### src/rtl/dmem_arbiter_if.sv
// Bus bundle between two data-memory requesters, the arbiter and the memory.
// The arbiter uses the slave modport. The master modport is the
// requester/memory environment side.
interface dmem_arbiter_if #(
  parameter int unsigned DATA_WIDTH = 64,
  parameter int unsigned ADDR_WIDTH = 10
);
  logic                  req0_valid;
  logic                  req0_ready;
  logic                  req0_we;
  logic [ADDR_WIDTH-1:0] req0_addr;
  logic [DATA_WIDTH-1:0] req0_wdata;
  logic                  req1_valid;
  logic                  req1_ready;
  logic                  req1_we;
  logic [ADDR_WIDTH-1:0] req1_addr;
  logic [DATA_WIDTH-1:0] req1_wdata;
  logic                  rsp0_valid;
  logic [DATA_WIDTH-1:0] rsp0_rdata;
  logic                  rsp1_valid;
  logic [DATA_WIDTH-1:0] rsp1_rdata;
  logic                  mem_we;
  logic [ADDR_WIDTH-1:0] mem_addr;
  logic [DATA_WIDTH-1:0] mem_wdata;
  logic [DATA_WIDTH-1:0] mem_rdata;

  modport slave (
    input  req0_valid, req0_we, req0_addr, req0_wdata,
    input  req1_valid, req1_we, req1_addr, req1_wdata,
    output req0_ready, req1_ready,
    output rsp0_valid, rsp0_rdata, rsp1_valid, rsp1_rdata,
    output mem_we, mem_addr, mem_wdata,
    input  mem_rdata
  );

  modport master (
    output req0_valid, req0_we, req0_addr, req0_wdata,
    output req1_valid, req1_we, req1_addr, req1_wdata,
    input  req0_ready, req1_ready,
    input  rsp0_valid, rsp0_rdata, rsp1_valid, rsp1_rdata,
    input  mem_we, mem_addr, mem_wdata,
    output mem_rdata
  );
endinterface

### src/rtl/dmem_arbiter.sv
// Two-requester data-memory arbiter. One access is made every two cycles:
// accept, then memory access, then a response pulse to the owner.
// Optional feature macro: DMEM_ARB_ROUND_ROBIN_EN.
// - When defined, ties go to the requester not granted last.
// - When undefined, fixed priority applies and requester 0 wins ties.
module dmem_arbiter #(
  parameter int unsigned DATA_WIDTH = 64,
  parameter int unsigned ADDR_WIDTH = 10
) (
  input  logic           i_clk,
  input  logic           i_arst,
  dmem_arbiter_if.slave  bus
);

  typedef enum logic {IDLE, ACCESS} state_t;

  state_t                state;
  logic                  lat_we;
  logic [ADDR_WIDTH-1:0] lat_addr;
  logic [DATA_WIDTH-1:0] lat_wdata;
  logic                  lat_id;
  logic                  rsp0_valid;
  logic                  rsp1_valid;
  logic [DATA_WIDTH-1:0] rsp0_rdata;
  logic [DATA_WIDTH-1:0] rsp1_rdata;
  logic                  grant0;
  logic                  grant1;
  logic                  accept;
`ifdef DMEM_ARB_ROUND_ROBIN_EN
  logic                  last_id;
`endif

  // Winner selection. Only in IDLE, and never while reset is being sampled.
  always_comb begin
    grant0 = 1'b0;
    grant1 = 1'b0;
    if (state == IDLE && !i_arst) begin
`ifdef DMEM_ARB_ROUND_ROBIN_EN
      if (bus.req0_valid && bus.req1_valid) begin
        grant0 = last_id;
        grant1 = !last_id;
      end else begin
        grant0 = bus.req0_valid;
        grant1 = bus.req1_valid;
      end
`else
      grant0 = bus.req0_valid;
      grant1 = bus.req1_valid && !bus.req0_valid;
`endif
    end
  end

  assign accept         = grant0 || grant1;
  assign bus.req0_ready = grant0;
  assign bus.req1_ready = grant1;

  // Memory port carries the latched request only during ACCESS; otherwise all zero.
  assign bus.mem_we    = (state == ACCESS) && lat_we;
  assign bus.mem_addr  = (state == ACCESS) ? lat_addr  : '0;
  assign bus.mem_wdata = (state == ACCESS) ? lat_wdata : '0;

  assign bus.rsp0_valid = rsp0_valid;
  assign bus.rsp1_valid = rsp1_valid;
  assign bus.rsp0_rdata = rsp0_rdata;
  assign bus.rsp1_rdata = rsp1_rdata;

  // FSM, request latch and response registers.
  // Reset inside ACCESS drops the response.
  always_ff @(posedge i_clk) begin
    if (i_arst) begin
      state      <= IDLE;
      lat_we     <= 1'b0;
      lat_addr   <= '0;
      lat_wdata  <= '0;
      lat_id     <= 1'b0;
      rsp0_valid <= 1'b0;
      rsp1_valid <= 1'b0;
      rsp0_rdata <= '0;
      rsp1_rdata <= '0;
`ifdef DMEM_ARB_ROUND_ROBIN_EN
      last_id    <= 1'b1;
`endif
    end else begin
      rsp0_valid <= 1'b0;
      rsp1_valid <= 1'b0;
      case (state)
        IDLE: begin
          if (accept) begin
            lat_we    <= grant1 ? bus.req1_we    : bus.req0_we;
            lat_addr  <= grant1 ? bus.req1_addr  : bus.req0_addr;
            lat_wdata <= grant1 ? bus.req1_wdata : bus.req0_wdata;
            lat_id    <= grant1;
`ifdef DMEM_ARB_ROUND_ROBIN_EN
            last_id   <= grant1;
`endif
            state     <= ACCESS;
          end
        end
        ACCESS: begin
          if (lat_id) begin
            rsp1_valid <= 1'b1;
            rsp1_rdata <= bus.mem_rdata;
          end else begin
            rsp0_valid <= 1'b1;
            rsp0_rdata <= bus.mem_rdata;
          end
          state <= IDLE;
        end
        default: state <= IDLE;
      endcase
    end
  end

endmodule

### src/flat_wrapper.sv
// flat-port wrapper written by rule: the top's interface ports become plain ports
module dmem_arbiter_flat 
#(
  parameter int unsigned DATA_WIDTH = 64,
  parameter int unsigned ADDR_WIDTH = 10
)
  (i_clk, i_arst, bus_req0_valid, bus_req0_we, bus_req0_addr, bus_req0_wdata, bus_req1_valid, bus_req1_we, bus_req1_addr, bus_req1_wdata, bus_req0_ready, bus_req1_ready, bus_rsp0_valid, bus_rsp0_rdata, bus_rsp1_valid, bus_rsp1_rdata, bus_mem_we, bus_mem_addr, bus_mem_wdata, bus_mem_rdata);
  dmem_arbiter_if #(.DATA_WIDTH(DATA_WIDTH), .ADDR_WIDTH(ADDR_WIDTH)) bus_i ();
  input  logic i_clk;
  input  logic i_arst;
  input wire logic [$bits(bus_i.req0_valid)-1:0] bus_req0_valid;
  input wire logic [$bits(bus_i.req0_we)-1:0] bus_req0_we;
  input wire logic [$bits(bus_i.req0_addr)-1:0] bus_req0_addr;
  input wire logic [$bits(bus_i.req0_wdata)-1:0] bus_req0_wdata;
  input wire logic [$bits(bus_i.req1_valid)-1:0] bus_req1_valid;
  input wire logic [$bits(bus_i.req1_we)-1:0] bus_req1_we;
  input wire logic [$bits(bus_i.req1_addr)-1:0] bus_req1_addr;
  input wire logic [$bits(bus_i.req1_wdata)-1:0] bus_req1_wdata;
  output wire logic [$bits(bus_i.req0_ready)-1:0] bus_req0_ready;
  output wire logic [$bits(bus_i.req1_ready)-1:0] bus_req1_ready;
  output wire logic [$bits(bus_i.rsp0_valid)-1:0] bus_rsp0_valid;
  output wire logic [$bits(bus_i.rsp0_rdata)-1:0] bus_rsp0_rdata;
  output wire logic [$bits(bus_i.rsp1_valid)-1:0] bus_rsp1_valid;
  output wire logic [$bits(bus_i.rsp1_rdata)-1:0] bus_rsp1_rdata;
  output wire logic [$bits(bus_i.mem_we)-1:0] bus_mem_we;
  output wire logic [$bits(bus_i.mem_addr)-1:0] bus_mem_addr;
  output wire logic [$bits(bus_i.mem_wdata)-1:0] bus_mem_wdata;
  input wire logic [$bits(bus_i.mem_rdata)-1:0] bus_mem_rdata;
  assign bus_i.req0_valid = bus_req0_valid;
  assign bus_i.req0_we = bus_req0_we;
  assign bus_i.req0_addr = bus_req0_addr;
  assign bus_i.req0_wdata = bus_req0_wdata;
  assign bus_i.req1_valid = bus_req1_valid;
  assign bus_i.req1_we = bus_req1_we;
  assign bus_i.req1_addr = bus_req1_addr;
  assign bus_i.req1_wdata = bus_req1_wdata;
  assign bus_req0_ready = bus_i.req0_ready;
  assign bus_req1_ready = bus_i.req1_ready;
  assign bus_rsp0_valid = bus_i.rsp0_valid;
  assign bus_rsp0_rdata = bus_i.rsp0_rdata;
  assign bus_rsp1_valid = bus_i.rsp1_valid;
  assign bus_rsp1_rdata = bus_i.rsp1_rdata;
  assign bus_mem_we = bus_i.mem_we;
  assign bus_mem_addr = bus_i.mem_addr;
  assign bus_mem_wdata = bus_i.mem_wdata;
  assign bus_i.mem_rdata = bus_mem_rdata;
  dmem_arbiter #(.DATA_WIDTH(DATA_WIDTH), .ADDR_WIDTH(ADDR_WIDTH)) u_core (.i_clk(i_clk), .i_arst(i_arst), .bus(bus_i));
endmodule
### config.mk
export PLATFORM = sky130hd
export DESIGN_NAME = dmem_arbiter_flat
export DESIGN_NICKNAME = d
export VERILOG_FILES = /design/src/rtl/dmem_arbiter_if.sv /design/src/rtl/dmem_arbiter.sv /design/src/flat_wrapper.sv
export SDC_FILE = /design/constraint.sdc
export NUM_CORES = 1
export LEC_CHECK = 0
export ABC_AREA = 1
export CAP_MARGIN = 20
export CORE_AREA = 2 2 164 166
export DETAILED_ROUTE_END_ITERATION = 12
export DIE_AREA = 0 0 166 168
export GPL_ROUTABILITY_DRIVEN = 1
export PLACE_DENSITY = 0.72
export SYNTH_ARGS = -nofsm -noshare
export SYNTH_HDL_FRONTEND = slang
export SYNTH_SLANG_ARGS = --single-unit
### constraint.sdc
create_clock -name i_clk -period 3 [get_ports i_clk]
set_clock_uncertainty 0.2 [all_clocks]
set_input_delay 0.45 -clock i_clk [delete_from_list [all_inputs] [get_ports i_clk]]
set_output_delay 0.45 -clock i_clk [all_outputs]
set_load 0.03 [all_outputs]
==> flow_metrics.tcl <==
set metrics [dict create \
    cts_max_level 1 \
    avgViaCountPerCell 4.66 \
    grt_pass1_wl_um 49900 \
    synthCells 1382 \
    critPathLaunchType "flip-flop" \
    area_growth_pct 56.0 \
    postLayoutCellArea_um2 14300 \
    rsz0062_at_grt "no" \
    slew_headroom_pct 45.4 \
    cts_buffers 24 \
    ys_ff_latch 207 \
    critical_path_class "reg2out" \
    dp_hpwl_um 21800 \
    maxCapViolations 0 \
    end_kind "primary output" \
    synth_area_um2 9170 \
    ys_seq_area_share_pct 45.2 \
    setup_viol_count_final 0 \
    cts.sinks 207 \
    clock-root-buffer "clkbuf_16" \
    irDropWorstVdd_mv 0.371 \
    antenna_found_initial 0 \
    cp_max_fo 29 \
    drc_errors 0 \
    antenna_cells 0 \
    io_pins 425 \
    holdCritPathClass "reg2reg" \
    port_buffers 424 \
    yosysWarnings 0 \
    grt_remaining_overflow 0 \
    grt_usage_pct 21.7 \
    power_uw 7170 \
    gp_congestion 0.816 \
    synth_cell_type_count 17 \
    fin_crit_ns 2.76 \
    layout-drive-gt1-share_pct 3.91 \
    clkLatencyLatePin_ns 0.52 \
    routed_wl_um 31600 \
    ant_nets 0 \
    n_fill_cell 2560 \
    core_area_um2 26400 \
    initial_core_util_pct 34.8 \
    drv_slew 0 \
    die_h_um 168 \
    outcome "finished, final reports clean" \
    die_area_um2 27900 \
    die_w_um 166 \
    dp.cells 2065 \
    grt_max_degree 147 \
    fmax_mhz 363 \
    vias 9823 \
    layout.nets 1969 \
    drt_pass1_iterations 5 \
    cts_tree "yes" \
    syn_avg_cell_area_um2 6.64 \
    cts.path.max_buffers 3 \
    period_share_pct 91.8 \
    row_count 60 \
    dpl-instance-area_um2 13500 \
    dr.first_iter.drc_count 616 \
    synth_nets 1600 \
    leakagePower_uw 0.00637 \
    p_per_area_nw_per_um2 501 \
    finalSetupTns_ns 0 \
    cts_resized 0 \
    final_cells 2106 \
    clk_pin_slew_ns 0.06 \
    wl_per_cell_um 15.0 \
    cp.arrival_ns 2.11 \
    tightest_slew_ns 0.818 \
    cp.required_ns 2.35 \
    cts_setup_buffers 0 \
    grt_pass1_vias 9504 \
    hold_viol_final 0 \
]
[layout by cell type, fill, tap and decap left out, types with 2 or more instances in the layout]
master and instances:
clkinv_2 4, inv_2 4, clkbuf_8 7, nor2_1 2, nand3_1 150, dfxtp_1 206, nor2_4 3, a21oi_1 204
nand2_1 482, nand2_2 2, buf_12 3, buf_4 15, clkdlybuf4s50_1 422, inv_1 227, clkbuf_16 24
[per-stage QoR]
stage	worst slack [ns]	util, %	hold WS, ns
floorplan	0.795	-	0.253
global placement	0.417	51.3	0.247
detailed placement	0.395	51.3	0.251
CTS	0.190	54.3	0.260
global route	0.125	54.3	0.276
finish	0.245	54.3	0.258
[flip-flops by register name, summed over array words and instances, names as in the netlist]
signal	cells
u_core.lat_addr	10
u_core.state	1
u_core.lat_we	1
u_core.bus.rsp0_valid	1
u_core.bus.rsp1_valid	1
u_core.lat_id	1
u_core.bus.rsp1_rdata	64
u_core.lat_wdata	64
u_core.bus.rsp0_rdata	64
[path summary, 6_finish.rpt]
kind | cells past startpoint | slack (ns) | from | end
worst min-delay path | 2 | 0.26 | u_core.bus.rsp0_rdata[22]$_SDFFE_PP0P_ | u_core.bus.rsp0_rdata[22]$_SDFFE_PP0P_
worst max register to register | 8 | 0.81 | u_core.state$_SDFF_PP0_ | u_core.lat_wdata[18]$_SDFFE_PP0P_
worst max-delay path | 4 | 0.24 | u_core.state$_SDFF_PP0_ | bus_mem_wdata[55]
worst min register to register | 2 | 0.26 | u_core.bus.rsp0_rdata[22]$_SDFFE_PP0P_ | u_core.bus.rsp0_rdata[22]$_SDFFE_PP0P_
[area by class of cell]
| cell class | count | area, µm² | share of cell area (%) |
|---|---|---|---|
| tap | 341 | 427 | 2.98 |
| inverter | 231 | 867 | 6.06 |
| sequential | 207 | 4150 | 29.0 |
| clock buffer | 32 | 701 | 4.90 |
| timing repair buffer | 442 | 4420 | 30.9 |
| clock inverter | 8 | 85.1 | 0.595 |
| multi-input combinational | 845 | 3660 | 25.6 |
[cells by family after synthesis]
group | Yosys count | synth area share [%]
and+or+nand+nor | 640 | 28.4
buffers and inverters | 330 | 15.2
DFF | 207 | 45.2
AOI/OAI and AO/OA | 205 | 11.2
[critical path, cell delays in order (launching register included)]
cell and delay, ns:
dfxtp_2 0.35, buf_4 0.33, nand2_1 0.12, inv_1 0.07, clkdlybuf4s50_1 0.70
[what timing repair did]
item                                    CTS  global route
endpoints found under the setup margin    0             0
endpoints found under the hold margin     3             0
hold buffers                              1             0
[synthesized netlist by cell type]
cell type / count / share of area, %
nand2_1: 483 / 20
inv_1: 228 / 9.3
dfxtp_1: 207 / 45
a21oi_1: 204 / 11
nand3_1: 150 / 8.2
buf_2: 46 / 2.5
clkbuf_1: 31 / 1.3
buf_6: 11 / 1.4
buf_1: 8 / 0.33
buf_4: 3 / 0.25
inv_2: 3 / 0.12
nor2_1: 3 / 0.12
nand2_2: 1 / 0.068
nor2_2: 1 / 0.068
nor2_4: 1 / 0.12
nor3b_1: 1 / 0.082
o21ai_2: 1 / 0.096
[per-layer routing]
metal  part of all wire (%)  global-route usage [%]
met4                    3.5                    7.75
met2                     48                    38.2
met5                      0                       0
met3                    8.5                    6.16
met1                     40                    25.4
[power by group]
| group | internal [µW] | leakage (µW) | switching, µW |
|---|---|---|---|
| logic | 591 | 0.00429 | 720 |
| clock network | 1720 | 0.000390 | 1170 |
| registers | 2900 | 0.00169 | 74.2 |
(Power assumes the default switching activity.)
